`config.mk`:
```
export PLATFORM = sky130hd
export DESIGN_NAME = mips_cpu_ctrl
export DESIGN_NICKNAME = d
export VERILOG_FILES = /design/src/rtl/mips_pkg.sv /design/src/rtl/mips_cpu_ctrl.sv
export SDC_FILE = /design/constraint.sdc
export NUM_CORES = 1
export LEC_CHECK = 0
export CAP_MARGIN = 20
export CORE_MARGIN = 10
export CORE_UTILIZATION = 51
export CTS_CLUSTER_SIZE = 40
export DETAILED_ROUTE_END_ITERATION = 16
export HOLD_SLACK_MARGIN = 0.02
export PLACE_DENSITY = 0.85
export SKIP_LAST_GASP = 1
export SLEW_MARGIN = 40
export SYNTH_ARGS = -nofsm -noshare
export SYNTH_HDL_FRONTEND = slang
export SYNTH_SLANG_ARGS = --single-unit
```
`constraint.sdc`:
```
create_clock -name clk -period 2.4 [get_ports clk]
set_input_delay 0.36 -clock clk [delete_from_list [all_inputs] [get_ports clk]]
set_output_delay 0.36 -clock clk [all_outputs]
set_load 0.01 [all_outputs]
```
`src/rtl/mips_pkg.sv`:
```
// mips_pkg: opcode/funct constants, control FSM states and write-back select encoding shared by the MIPS core.
package mips_pkg;
  localparam logic [5:0] OPCODE_RTYPE = 6'h00;
  localparam logic [5:0] OPCODE_ADDIU = 6'h09;
  localparam logic [5:0] OPCODE_LW    = 6'h23;
  localparam logic [5:0] OPCODE_SW    = 6'h2B;
  localparam logic [5:0] FUNCT_ADDU   = 6'h21;
  localparam logic [5:0] FUNCT_JR     = 6'h08;
  typedef enum logic [2:0] {ST_RESET, ST_FETCH, ST_DECODE, ST_EXEC, ST_MEM, ST_HALT} ctrl_state_t;
  typedef enum logic [1:0] {WSEL_RD = 2'd0, WSEL_RT = 2'd1, WSEL_MEM = 2'd2} wsel_t;
endpackage

```
`src/rtl/mips_cpu_ctrl.sv`:
```
// mips_cpu_ctrl: multi-cycle FETCH/DECODE/EXEC/MEM sequencer driving bus strobes and datapath write enables.
module mips_cpu_ctrl
  import mips_pkg::*;
#(
  parameter int INSTR_COUNT_W = 32
) (
  input  logic                     clk,
  input  logic                     reset,
  input  logic [5:0]               instr_opcode,
  input  logic [5:0]               instr_funct,
  input  logic                     jr_target_zero,
  input  logic                     mem_waitrequest,
  output logic                     mem_read,
  output logic                     mem_write,
  output logic                     mem_addr_sel,
  output logic                     ir_we,
  output logic                     pc_we,
  output logic                     reg_we,
  output logic [1:0]               reg_wsel,
  output logic                     active,
  output logic                     illegal,
  output logic [INSTR_COUNT_W-1:0] instr_count
);
  ctrl_state_t state, state_n;
  logic is_rtype, is_addu, is_jr, is_addiu, is_lw, is_sw, legal, retire, set_illegal;
  assign is_rtype = instr_opcode == OPCODE_RTYPE;
  assign is_addu  = is_rtype && instr_funct == FUNCT_ADDU;
  assign is_jr    = is_rtype && instr_funct == FUNCT_JR;
  assign is_addiu = instr_opcode == OPCODE_ADDIU;
  assign is_lw    = instr_opcode == OPCODE_LW;
  assign is_sw    = instr_opcode == OPCODE_SW;
  assign legal    = is_addu || is_jr || is_addiu || is_lw || is_sw;
  always_comb begin
    state_n      = state;
    mem_read     = 1'b0;
    mem_write    = 1'b0;
    mem_addr_sel = 1'b0;
    ir_we        = 1'b0;
    pc_we        = 1'b0;
    reg_we       = 1'b0;
    reg_wsel     = WSEL_RD;
    active       = 1'b1;
    retire       = 1'b0;
    set_illegal  = 1'b0;
    case (state)
      ST_RESET: state_n = ST_FETCH;
      ST_FETCH: begin
        mem_read = 1'b1;
        ir_we    = !mem_waitrequest;
        state_n  = mem_waitrequest ? ST_FETCH : ST_DECODE;
      end
      ST_DECODE: begin
        set_illegal = !legal;
        state_n     = legal ? ST_EXEC : ST_HALT;
      end
      ST_EXEC: begin
        pc_we    = !(is_lw || is_sw);
        retire   = !(is_lw || is_sw);
        reg_we   = is_addu || is_addiu;
        reg_wsel = is_addiu ? WSEL_RT : WSEL_RD;
        state_n  = (is_lw || is_sw) ? ST_MEM : (is_jr && jr_target_zero) ? ST_HALT : ST_FETCH;
      end
      ST_MEM: begin
        mem_addr_sel = 1'b1;
        mem_read     = is_lw;
        mem_write    = !is_lw;
        pc_we        = !mem_waitrequest;
        retire       = !mem_waitrequest;
        reg_we       = is_lw && !mem_waitrequest;
        reg_wsel     = WSEL_MEM;
        state_n      = mem_waitrequest ? ST_MEM : ST_FETCH;
      end
      default: begin
        active  = 1'b0;
        state_n = ST_HALT;
      end
    endcase
  end
  always_ff @(posedge clk or posedge reset) begin
    if (reset) begin
      state       <= ST_RESET;
      instr_count <= '0;
      illegal     <= 1'b0;
    end else begin
      state <= state_n;
      if (retire) instr_count <= instr_count + INSTR_COUNT_W'(1);
      if (set_illegal) illegal <= 1'b1;
    end
  end
endmodule

```
==> flow_summary.yaml <==
clock_tree:
  clkTransAtPathRegs_ps: 70
  cts_buffer_depth: 2
  clock_latency_ps: 290
  post_cts_buffers: 0
  cts_buffers: 5
  cts_tree: "done"
  cts.sinks: 36
  htree_levels: 2
  cts_root_buf: "clkbuf_8"
power_and_ir_drop:
  combPwrFrac_pct: 28.6
  p_leak_nw: 1.20
  cellPowerDensity_mw_per_mm2: 666
  power_frac_seq_pct: 42.8
  p_int_mw: 1.26
  swShare_pct: 31.1
  irDropWorstVdd_v: 0.000689
  p_total_mw: 1.84
  clkPwrFrac_pct: 28.5
  p_sw_uw: 572
global_route:
  grt_max_degree: 37
  grt-ovfl-total: 0
  grt_pass1_wl_um: 7970
  antenna_found_initial: 0
  grt_pass1_vias: 1640
  grt_use_total_pct: 14.8
placed_design:
  hpwl_um: 3640
  gp_congestion: 0.780
  place_ws_ps: -264
  port_buffers: 57
timing:
  max_clock_freq_mhz: 419
  period_needed_ps: 2390
  finClkSkew_ps: 6.89
  setup_ws_ps: 11.6
  drv_slew: 0
  tightest_slew_ps: 587
  setup-violations-final: 0
  max_slew_margin_pct: 60.9
  hold_violations: 0
  rsz0062_at_grt: "yes"
  fin_crit_sh_pct: 99.5
synth:
  syn_area_mm2: 0.00200
  yosysUniqueCellTypes: 47
  async_flop_share_pct: 100
  yosysSeqAreaShare_pct: 45.1
  ys_warn_count: 0
  synthCells: 179
  synth_area_leaders: "dfrtp_1 (45%), xor2_1 (7.4%), xnor2_1 (6.1%)"
  synth_top_area_share_pct: 45.1
  avgSynthCellArea_um2: 11.2
  ys_ff_latch: 36
  ys.flop_type: "dfrtp_1"
  synth_edf_count: 0
  yosysTopAreaCell: "dfrtp_1"
  syn-num-nets: 196
critical_path:
  criticalPathCategory: "in2out"
  arrival_ps: 2030
  max_stage_delay_ps: 570
  critical_path_required_ps: 2040
  crit_fanout: 2
  crit_chain: "clkdlybuf4s50_1 > or4_1 > o31ai_2 > a32o_1 > dlygate4sd2_1"
  crit_path_top_delay_cell: "or4_1"
  critPathLaunchType: "input pin"
  endpoint_kind: "output pin"
  rr_worst_depth: 6
floorplan:
  num_rows: 22
  ioPinCount: 58
  coreArea_mm2: 0.00372
  die_h_um: 82.6
  dieWidth_um: 82.6
  start_util_pct: 53.8
  dieArea_mm2: 0.00683
drt:
  drt_pass1_iterations: 4
  vias_per_cell: 5.45
  route.detailed.drc: 0
  first_iter_violations: 54
  wirelength_um: 4830
  vias: 1607
  wl_per_cell_um: 16.4
  final_antenna_net_count: 0
final_layout:
  layout_commonest_cell: "clkdlybuf4s50_1"
  diodes: 0
  final_layout_size_suffix_gt1_share_pct: 18.2
  fill_cells: 272
  final_cell_mix: "clkdlybuf4s50_1 (54), dfrtp_1 (36), xor2_1 (17), xnor2_1 (14)"
  nNetsFinal: 263
  area_growth_pct: 37.9
run_status:
  status: "finished, final reports clean"
hold_path:
  hp-class: "reg2reg"
  hold_depth: 1
run:
  maxCapViolCount: 0
[metal layers]
metal  GRT usage [%]  share of wire (%)  vias up
met5               0                  0        -
met4            2.84               0.91        0
met3            5.94                7.3        6
met2            25.3                 50       39
met1            17.1                 42      799
li1                -                  -      763
[logic make-up (layout without fill, tap and decap cells)]
group	after synthesis	after routing	synth area share (%)
simple gates	78	78	27.8
flops	36	36	45.1
xor+xnor	31	31	13.6
compound gates	18	18	8.26
buf+inv	14	82	4.13
fa+ha+maj	1	1	0.626
mux	1	1	0.563
[power groups by stage]
| stage | sequential [mW] | combinational [mW] | clock (mW) |
|---|---|---|---|
| floorplan | 0.761 | 0.347 | 0 |
| global route | 0.802 | 0.573 | 0.563 |
| global placement | 0.793 | 0.526 | 0 |
| detailed placement | 0.795 | 0.535 | 0 |
| finish | 0.786 | 0.526 | 0.524 |
| CTS | 0.786 | 0.539 | 0.525 |
[what timing repair did]
action | 4_1_cts | 5_1_grt
pin swaps | 0 | 1
endpoints found under the setup margin | 3 | 3
hold buffers | 0 | 0
resized for setup | 3 | 3
[state kept, by name, indices dropped and copies added (netlist names)]
name	flops
instr_count	32
state	3
illegal	1
[Yosys cell counts, types with 2 or more instances]
master,number
and3_1,3
buf_4,2
buf_6,3
dfrtp_1,36
inv_1,9
nand2_1,12
nand2b_1,2
nand3_1,7
nand3b_1,2
nand4_1,7
nor2_1,12
nor3_1,2
nor3_2,12
nor3b_1,3
nor3b_2,2
nor4_1,2
o21ai_0,4
xnor2_1,14
xor2_1,17
[path summary, 6_finish.rpt]
| kind | startpoint | endpoint | slack [ps] |
|---|---|---|---|
| worst max-delay path | instr_opcode[3] | reg_we | 10 |
| worst min-delay path | instr_count[31] | instr_count[31] | 470 |
| max in group asynchronous | reset | instr_count[0] | 1590 |
| worst max register to register | state[1] | instr_count[6] | 450 |
| worst min register to register | instr_count[31] | instr_count[31] | 470 |
| min in group asynchronous | reset | state[0] | 490 |
[area by class of cell]
class	count	area (um^2)	share of cell area (%)
Clock buffer	6	72.6	2.63
Clock inverter	2	35.0	1.27
Inverter	9	33.8	1.23
Multi-Input combinational cell	129	1020	37.2
Sequential cell	36	901	32.7
Tap cell	48	60.1	2.18
Timing Repair Buffer	65	631	22.9
[metrics by stage]
step	setup TNS [ps]	utilization (%)	instance area, um^2	hold WS [ps]	std cells
6_report	0	74.2	2760	470	295
5_1_grt	-58.0	74.2	2760	492	295
4_1_cts	0	74.0	2750	474	295
3_5_place_dp	-319	71.1	2640	465	287
3_3_place_gp	-262	71.1	2640	457	287
2_1_floorplan	0	-	2000	504	179
[worst max-delay path: cells and delay by family]
| family | cells | cell delay [ps] |
|---|---|---|
| simple gates | 1 | 570 |
| buf+inv | 2 | 680 |
| compound gates | 2 | 420 |
Note: power is estimated with default switching activity, not from simulation.
